## config.mk

```make
export PLATFORM = sky130hd
export DESIGN_NAME = decode_stage_flat
export DESIGN_NICKNAME = d
export VERILOG_FILES = /design/src/rtl/decode_stage_if.sv /design/src/rtl/decode_stage.sv /design/src/flat_wrapper.sv
export SDC_FILE = /design/constraint.sdc
export NUM_CORES = 2
export LEC_CHECK = 0
export BUFFER_PORTS_ARGS = -buffer_cell sky130_fd_sc_hd__buf_2
export CAP_MARGIN = 20
export CORE_MARGIN = 5
export CORE_UTILIZATION = 24
export CTS_CLUSTER_DIAMETER = 60
export DETAILED_ROUTE_END_ITERATION = 12
export SYNTH_ARGS = -nofsm -noshare
export SYNTH_HDL_FRONTEND = slang
export SYNTH_SLANG_ARGS = --single-unit
```

## constraint.sdc

```tcl
create_clock -name clock -period 2.65 [get_ports clock]
set_clock_uncertainty 0.2 [all_clocks]
set_input_delay 0.265 -clock clock [delete_from_list [all_inputs] [get_ports clock]]
set_output_delay 0.265 -clock clock [all_outputs]
set_load 0.01 [all_outputs]
```

## src/rtl/decode_stage_if.sv

```systemverilog
// decode_stage_if: bundle between fetch/writeBack/alu and the decode stage.
// master = the environment driving instructions and writebacks; slave = decode_stage.
interface decode_stage_if #(
  parameter int DATA_WIDTH = 32
);
  logic                  stage2;
  logic [31:0]           curInstruction;
  logic                  wbRegWrite;
  logic [4:0]            wbRegAddr;
  logic [DATA_WIDTH-1:0] wbData;

  logic                  stage3;
  logic [5:0]            opcode;
  logic [4:0]            rs;
  logic [4:0]            rt;
  logic [4:0]            rd;
  logic [4:0]            shamt;
  logic [5:0]            funct;
  logic [31:0]           immediate;
  logic [DATA_WIDTH-1:0] readData1;
  logic [DATA_WIDTH-1:0] readData2;
  logic                  regDest;
  logic                  branch;
  logic                  memRead;
  logic                  memToReg;
  logic                  memWrite;
  logic                  aluSrc;
  logic                  regWrite;
  logic [1:0]            aluOP;
  logic                  endProgram;
  logic                  illegal;
  logic                  overrun;

  modport master (
    output stage2, curInstruction, wbRegWrite, wbRegAddr, wbData,
    input  stage3, opcode, rs, rt, rd, shamt, funct, immediate,
           readData1, readData2, regDest, branch, memRead, memToReg,
           memWrite, aluSrc, regWrite, aluOP, endProgram, illegal, overrun
  );

  modport slave (
    input  stage2, curInstruction, wbRegWrite, wbRegAddr, wbData,
    output stage3, opcode, rs, rt, rd, shamt, funct, immediate,
           readData1, readData2, regDest, branch, memRead, memToReg,
           memWrite, aluSrc, regWrite, aluOP, endProgram, illegal, overrun
  );
endinterface

```

## src/rtl/decode_stage.sv

```systemverilog
// decode_stage: stage 2 of the token-passed MIPS core. Latches the fetched
// instruction, splits fields, decodes controls, owns the 32-entry register
// file and hands operands to alu with a one-cycle stage3 token.
// Optional macro DECODE_BYPASS_EN: writeback in the READ cycle is forwarded
// straight into readData1/readData2 (write-through).
//
// state  | meaning
// IDLE   | waiting for a stage2 token
// DECODE | fields, immediate and controls registered from IR
// READ   | register-file operands registered
// ISSUE  | stage3 token asserted for this single cycle
// HALT   | halt opcode seen; terminal until start
module decode_stage #(
  parameter int         DATA_WIDTH  = 32,
  parameter logic [5:0] HALT_OPCODE = 6'b111111
) (
  input logic           clock,
  input logic           start,
  decode_stage_if.slave bus
);

  typedef enum logic [2:0] {IDLE, DECODE, READ, ISSUE, HALT} state_t;

  state_t                r_state;
  state_t                w_state_next;
  logic [31:0]           r_ir;
  logic [DATA_WIDTH-1:0] r_regs [32];

  logic [5:0]            r_opcode;
  logic [4:0]            r_rs, r_rt, r_rd, r_shamt;
  logic [5:0]            r_funct;
  logic [31:0]           r_imm;
  logic [DATA_WIDTH-1:0] r_rd1, r_rd2;
  logic [8:0]            r_ctrl;
  logic                  r_illegal, r_end, r_overrun;

  logic [8:0]            w_ctrl;
  logic                  w_illegal;
  logic                  w_is_halt;
  logic [DATA_WIDTH-1:0] w_rd1, w_rd2;

  assign w_is_halt = (r_ir[31:26] == HALT_OPCODE);

  // State register.
  always_ff @(posedge clock) begin
    if (start) r_state <= IDLE;
    else       r_state <= w_state_next;
  end

  // Next-state logic.
  always_comb begin
    w_state_next = r_state;
    case (r_state)
      IDLE:    if (bus.stage2) w_state_next = DECODE;
      DECODE:  w_state_next = w_is_halt ? HALT : READ;
      READ:    w_state_next = ISSUE;
      ISSUE:   w_state_next = IDLE;
      HALT:    w_state_next = HALT;
      default: w_state_next = IDLE;
    endcase
  end

  // Control decode of the latched opcode:
  // {regDest, branch, memRead, memToReg, memWrite, aluSrc, regWrite, aluOP}.
  always_comb begin
    w_ctrl    = '0;
    w_illegal = 1'b0;
    case (r_ir[31:26])
      6'b000000: w_ctrl = 9'b1000001_10;
      6'b100011: w_ctrl = 9'b0011011_00;
      6'b101011: w_ctrl = 9'b0000110_00;
      6'b000100: w_ctrl = 9'b0100000_01;
      6'b001000: w_ctrl = 9'b0000011_00;
      default:   w_illegal = !w_is_halt;
    endcase
  end

  // Operand read; register 0 always reads zero.
  always_comb begin
    w_rd1 = (r_rs == 5'd0) ? '0 : r_regs[r_rs];
    w_rd2 = (r_rt == 5'd0) ? '0 : r_regs[r_rt];
`ifdef DECODE_BYPASS_EN
    if (bus.wbRegWrite && (bus.wbRegAddr != 5'd0) && (bus.wbRegAddr == r_rs))
      w_rd1 = bus.wbData;
    if (bus.wbRegWrite && (bus.wbRegAddr != 5'd0) && (bus.wbRegAddr == r_rt))
      w_rd2 = bus.wbData;
`endif
  end

  // Register file: writeback accepted in every state, register 0 never written.
  always_ff @(posedge clock) begin
    if (start) begin
      for (int i = 0; i < 32; i++) r_regs[i] <= '0;
    end else if (bus.wbRegWrite && (bus.wbRegAddr != 5'd0)) begin
      r_regs[bus.wbRegAddr] <= bus.wbData;
    end
  end

  // IR capture, decoded outputs, operands and sticky flags.
  always_ff @(posedge clock) begin
    if (start) begin
      r_ir      <= '0;
      r_opcode  <= '0;
      r_rs      <= '0;
      r_rt      <= '0;
      r_rd      <= '0;
      r_shamt   <= '0;
      r_funct   <= '0;
      r_imm     <= '0;
      r_rd1     <= '0;
      r_rd2     <= '0;
      r_ctrl    <= '0;
      r_illegal <= 1'b0;
      r_end     <= 1'b0;
      r_overrun <= 1'b0;
    end else begin
      if ((r_state == IDLE) && bus.stage2) r_ir <= bus.curInstruction;
      if (r_state == DECODE) begin
        r_opcode  <= r_ir[31:26];
        r_rs      <= r_ir[25:21];
        r_rt      <= r_ir[20:16];
        r_rd      <= r_ir[15:11];
        r_shamt   <= r_ir[10:6];
        r_funct   <= r_ir[5:0];
        r_imm     <= {{16{r_ir[15]}}, r_ir[15:0]};
        r_ctrl    <= w_ctrl;
        r_illegal <= w_illegal;
        if (w_is_halt) r_end <= 1'b1;
      end
      if (r_state == READ) begin
        r_rd1 <= w_rd1;
        r_rd2 <= w_rd2;
      end
      // A token while busy is dropped; in HALT it is silently ignored.
      if (bus.stage2 && (r_state != IDLE) && (r_state != HALT)) r_overrun <= 1'b1;
    end
  end

  assign bus.stage3     = (r_state == ISSUE);
  assign bus.opcode     = r_opcode;
  assign bus.rs         = r_rs;
  assign bus.rt         = r_rt;
  assign bus.rd         = r_rd;
  assign bus.shamt      = r_shamt;
  assign bus.funct      = r_funct;
  assign bus.immediate  = r_imm;
  assign bus.readData1  = r_rd1;
  assign bus.readData2  = r_rd2;
  assign bus.regDest    = r_ctrl[8];
  assign bus.branch     = r_ctrl[7];
  assign bus.memRead    = r_ctrl[6];
  assign bus.memToReg   = r_ctrl[5];
  assign bus.memWrite   = r_ctrl[4];
  assign bus.aluSrc     = r_ctrl[3];
  assign bus.regWrite   = r_ctrl[2];
  assign bus.aluOP      = r_ctrl[1:0];
  assign bus.endProgram = r_end;
  assign bus.illegal    = r_illegal;
  assign bus.overrun    = r_overrun;

endmodule

```

## src/flat_wrapper.sv

```systemverilog
// flat-port wrapper written by rule: the top's interface ports become plain ports
module decode_stage_flat 
#(
  parameter int         DATA_WIDTH  = 32,
  parameter logic [5:0] HALT_OPCODE = 6'b111111
)
  (clock, start, bus_stage2, bus_curInstruction, bus_wbRegWrite, bus_wbRegAddr, bus_wbData, bus_stage3, bus_opcode, bus_rs, bus_rt, bus_rd, bus_shamt, bus_funct, bus_immediate, bus_readData1, bus_readData2, bus_regDest, bus_branch, bus_memRead, bus_memToReg, bus_memWrite, bus_aluSrc, bus_regWrite, bus_aluOP, bus_endProgram, bus_illegal, bus_overrun);
  decode_stage_if #(.DATA_WIDTH(DATA_WIDTH)) bus_i ();
  input logic clock;
  input logic start;
  input wire logic [$bits(bus_i.stage2)-1:0] bus_stage2;
  input wire logic [$bits(bus_i.curInstruction)-1:0] bus_curInstruction;
  input wire logic [$bits(bus_i.wbRegWrite)-1:0] bus_wbRegWrite;
  input wire logic [$bits(bus_i.wbRegAddr)-1:0] bus_wbRegAddr;
  input wire logic [$bits(bus_i.wbData)-1:0] bus_wbData;
  output wire logic [$bits(bus_i.stage3)-1:0] bus_stage3;
  output wire logic [$bits(bus_i.opcode)-1:0] bus_opcode;
  output wire logic [$bits(bus_i.rs)-1:0] bus_rs;
  output wire logic [$bits(bus_i.rt)-1:0] bus_rt;
  output wire logic [$bits(bus_i.rd)-1:0] bus_rd;
  output wire logic [$bits(bus_i.shamt)-1:0] bus_shamt;
  output wire logic [$bits(bus_i.funct)-1:0] bus_funct;
  output wire logic [$bits(bus_i.immediate)-1:0] bus_immediate;
  output wire logic [$bits(bus_i.readData1)-1:0] bus_readData1;
  output wire logic [$bits(bus_i.readData2)-1:0] bus_readData2;
  output wire logic [$bits(bus_i.regDest)-1:0] bus_regDest;
  output wire logic [$bits(bus_i.branch)-1:0] bus_branch;
  output wire logic [$bits(bus_i.memRead)-1:0] bus_memRead;
  output wire logic [$bits(bus_i.memToReg)-1:0] bus_memToReg;
  output wire logic [$bits(bus_i.memWrite)-1:0] bus_memWrite;
  output wire logic [$bits(bus_i.aluSrc)-1:0] bus_aluSrc;
  output wire logic [$bits(bus_i.regWrite)-1:0] bus_regWrite;
  output wire logic [$bits(bus_i.aluOP)-1:0] bus_aluOP;
  output wire logic [$bits(bus_i.endProgram)-1:0] bus_endProgram;
  output wire logic [$bits(bus_i.illegal)-1:0] bus_illegal;
  output wire logic [$bits(bus_i.overrun)-1:0] bus_overrun;
  assign bus_i.stage2 = bus_stage2;
  assign bus_i.curInstruction = bus_curInstruction;
  assign bus_i.wbRegWrite = bus_wbRegWrite;
  assign bus_i.wbRegAddr = bus_wbRegAddr;
  assign bus_i.wbData = bus_wbData;
  assign bus_stage3 = bus_i.stage3;
  assign bus_opcode = bus_i.opcode;
  assign bus_rs = bus_i.rs;
  assign bus_rt = bus_i.rt;
  assign bus_rd = bus_i.rd;
  assign bus_shamt = bus_i.shamt;
  assign bus_funct = bus_i.funct;
  assign bus_immediate = bus_i.immediate;
  assign bus_readData1 = bus_i.readData1;
  assign bus_readData2 = bus_i.readData2;
  assign bus_regDest = bus_i.regDest;
  assign bus_branch = bus_i.branch;
  assign bus_memRead = bus_i.memRead;
  assign bus_memToReg = bus_i.memToReg;
  assign bus_memWrite = bus_i.memWrite;
  assign bus_aluSrc = bus_i.aluSrc;
  assign bus_regWrite = bus_i.regWrite;
  assign bus_aluOP = bus_i.aluOP;
  assign bus_endProgram = bus_i.endProgram;
  assign bus_illegal = bus_i.illegal;
  assign bus_overrun = bus_i.overrun;
  decode_stage #(.DATA_WIDTH(DATA_WIDTH), .HALT_OPCODE(HALT_OPCODE)) u_core (.clock(clock), .start(start), .bus(bus_i));
endmodule
```

==> impl_metrics.csv <==
group,metric,value,unit
die,start_util,24.2,%
clocking,cts_tree,"built",
timing,setup_viol_count_final,1,
synth,ys_seq_area_share,56.1,%
place,dp_hpwl,143000,µm
global_route,grt_util_met2,24.4,%
pwr,peakVddDrop,721,µV
detailed_routing,drt_iter0_markers,4778,
synth,synthFlopType,"edfxtp_1",
synth,ys_ff_latch,1174,
worst_setup_path,end_kind,"flop",
timing,finalCriticalPeriod,2.70,ns
timing,setup_ws,-0.0458,ns
clocking,cts_root_buf,"clkbuf_16",
global_route,grtUsageTotal,15.5,%
clocking,cts_buffers,138,
cells_and_area,area_growth,21.8,%
die,die_x,511,µm
detailed_routing,route.detailed.drc,0,
place,place_ws,-0.306,ns
outcome,violations,"setup timing",
job,maxCapViolCount,0,
synth,syn_area_per_cell,13.3,µm²
timing,fin_crit_sh,102,%
cells_and_area,fillers,25100,
detailed_routing,vias,41300,
pwr,cellPowerDensity,610,nW/µm²
global_route,grt_max_degree,77,
synth,syn_inst,4527,
clocking,clock_path_buffers,3,
global_route,busiest_layer,"met2",
place,portBuffers,213,
worst_setup_path,endpoint,"u_core.bus.readData2[24]$_SDFFE_PP0P_",
die,core.rowCount,183,
timing,maxSlewViolCount,0,
timing,hold_ws,0.134,ns
pwr,p_leak,24.0,nW
clocking,clock_sink_count,1174,
timing,finalHoldViolCount,0,
worst_setup_path,rr_startpoint,"u_core.r_state[1]$_SDFFE_PP0P_",
worst_setup_path,path_class,"flop to flop",
synth,ys_warn_count,0,
worst_setup_path,reg2reg_depth,7,
global_route,first_global_vias,40900,
synth,synth_edf_count,1024,
die,fp.coreArea,249000,µm²
worst_setup_path,r2r-end,"u_core.bus.readData2[24]$_SDFFE_PP0P_",
die,die-area,261000,µm²
global_route,overflow,0,
die,pin_count,214,
worst_setup_path,critical_path_arrival,3.15,ns
place,place_congestion,0.923,
worst_setup_path,required,3.11,ns
worst_setup_path,r2r_setup_slack,-0.05,ns
clocking,htree_levels,4,
global_route,use_met1,20.3,%
worst_setup_path,worst-path-max-fanout,26,
synth,yosysUniqueCellTypes,46,
die,die_y,511,µm
timing,max_slew.worst_pin.slew,1.04,ns
clocking,worstSkewPairLatency,0.78,ns
detailed_routing,drt_pass1_iterations,8,
detailed_routing,postRouteAntennaNets,0,
worst_setup_path,worstSetupStartpoint,"u_core.r_state[1]$_SDFFE_PP0P_",
clocking,path_clk_slew,0.06,ns
global_route,grt_use_met3,3.96,%
synth,synth_area,60200,µm²
cells_and_area,drive_above_1_share,24.5,%
synth,async_flop_share,0,%
global_route,antenna_found_initial,19,
cells_and_area,fin_nets,4938,
global_route,grt_pass1_wl,300000,µm
outcome,status,"complete, but fails checks",
timing,fmax,371,MHz
detailed_routing,wl_per_cell,25.3,µm
detailed_routing,vias_per_cell,4.96,
detailed_routing,finalWirelength,211000,µm
timing,rsz0062_at_grt,"yes",
timing,slew-limit-headroom,30.7,%
worst_setup_path,critPathLaunchType,"flop",
hold_path,min_path_cells,5,
hold_path,hold_class,"primary input to flop",
-- Yosys cell counts (2+ instances only) --
cell type	n	area, µm²
a2111o_1	5	56.3
a211o_1	20	175
nand3b_1	8	60.1
a22o_1	26	228
nor4_1	42	263
mux4_2	320	7210
o21ai_1	23	115
a211oi_1	41	308
or3_1	5	31.3
nor2b_1	3	18.8
clkbuf_1	326	1220
nand3_1	11	55.1
dfxtp_1	150	3000
o22ai_1	64	400
nand4_1	35	219
and2_1	994	6220
a22oi_1	24	180
a2111oi_0	19	166
a21boi_0	24	180
buf_1	16	60.1
o221ai_1	58	508
or2_2	31	194
inv_1	2	7.51
nor3_1	9	45.0
nand2_1	251	942
o22a_1	40	350
mux2i_1	399	3990
edfxtp_1	1024	30700
o21ai_0	49	245
or3b_1	5	43.8
buf_6	7	78.8
mux2_2	64	721
a31oi_1	2	12.5
buf_4	47	353
or3b_2	2	17.5
nor2_1	151	567
nor3b_1	3	22.5
a21oi_1	131	656
buf_2	89	445
-- state kept, by name, summed over array words and instances, names as in the netlist, named ones only --
name                   cells
u_core.bus.immediate      16
u_core.r_state             3
u_core.bus.rt              5
u_core.bus.opcode          6
u_core.r_regs           1024
u_core.r_ctrl              6
u_core.r_ir               32
u_core.bus.readData2      32
u_core.bus.illegal         1
u_core.bus.rs              5
u_core.bus.overrun         1
u_core.bus.readData1      32
u_core.bus.endProgram      1
-- final cells by class --
class	count	area [µm²]	share of cell area [%]
sequential	1174	33800	46.1
multi-input combinational	2897	24700	33.7
timing repair buffer	652	6140	8.37
tap	3330	4170	5.68
clock buffer	190	3720	5.08
clock inverter	66	713	0.973
antenna	17	42.5	0.0580
inverter	2	7.51	0.0102
-- layout by cell type (no fill, tap or decap), types with 35 or more instances in the layout --
| cell | instances |
|---|---|
| mux2i_1 | 397 |
| dfxtp_1 | 140 |
| nor2_1 | 118 |
| clkbuf_16 | 140 |
| nand4_1 | 35 |
| clkbuf_1 | 47 |
| nor4_1 | 38 |
| a21oi_1 | 129 |
| buf_12 | 119 |
| buf_4 | 208 |
| a211oi_1 | 35 |
| o221ai_1 | 58 |
| nand2_1 | 250 |
| dlygate4sd3_1 | 108 |
| mux4_2 | 320 |
| and2_1 | 992 |
| o22a_1 | 40 |
| o22ai_1 | 64 |
| buf_2 | 212 |
| o21ai_0 | 49 |
| edfxtp_1 | 1024 |
| mux2_2 | 64 |
-- kinds of logic (layout without fill, tap and decap cells) --
family / count (synthesis) / after routing / synth area share, %
AO/OA/AOI/OAI: 528 / 528 / 5.98
buffers and inverters: 487 / 910 / 3.60
flip-flops: 1174 / 1174 / 56.1
multiplexers: 783 / 783 / 19.8
other: 1 / 49 / 0.00623
AND/OR/NAND/NOR: 1554 / 1554 / 14.5
-- metal layers --
metal,part of all wire [%],vias to the layer above
met5,0,-
met4,4.0,0
met3,9.3,396
met2,46,2204
met1,41,21200
li1,-,17600
-- how the worst min path moves through the flow --
stage,end,from
detailed placement,u_core.bus.overrun$_SDFFE_PP0P_,u_core.bus.overrun$_SDFFE_PP0P_
finish,u_core.r_regs[2][11]$_SDFFCE_PN0P_,bus_wbRegAddr[1]
CTS,u_core.r_regs[2][11]$_SDFFCE_PN0P_,bus_wbRegAddr[1]
floorplan,u_core.r_ir[0]$_SDFFE_PP0P_,bus_curInstruction[0]
global route,u_core.r_regs[2][11]$_SDFFCE_PN0P_,bus_wbRegAddr[1]
global placement,u_core.bus.overrun$_SDFFE_PP0P_,u_core.bus.overrun$_SDFFE_PP0P_
-- worst max-delay path, cell delays in order (launching register included) --
cell	delay, ns
dfxtp_1	0.32
or3b_4	0.62
buf_4	0.31
nand2_1	0.26
nand4_1	0.28
o221ai_1	0.32
buf_4	0.16
a21oi_1	0.04
-- where the power goes --
group          leakage (nW)  total [W]  internal (W)  switching, W
Combinational          10.9    0.00419       0.00179       0.00240
Sequential             11.0     0.0217        0.0211      0.000644
Clock                  2.12     0.0188        0.0106       0.00819
-- through the flow --
step	setup TNS [ns]	total power (W)	cell area, µm²	util (%)	std cells
2_1_floorplan	0	0.0240	60300	-	4558
3_3_place_gp	-1.20	0.0259	67600	27.1	7943
3_5_place_dp	-0.725	0.0260	67600	27.1	7945
4_1_cts	0	0.0449	73100	29.4	8309
5_1_grt	-0.133	0.0460	73300	29.4	8315
6_report	-0.0458	0.0447	73300	29.4	8328
-- repair_timing --
item	4_1_cts	5_1_grt
hold buffers	108	0
gates cloned	0	1
gates resized for setup	8	25
setup endpoints to repair	6	22
buffers inserted	0	1
pin swaps	0	1
endpoints found under the hold margin	1120	0
(Power assumes the default switching activity.)
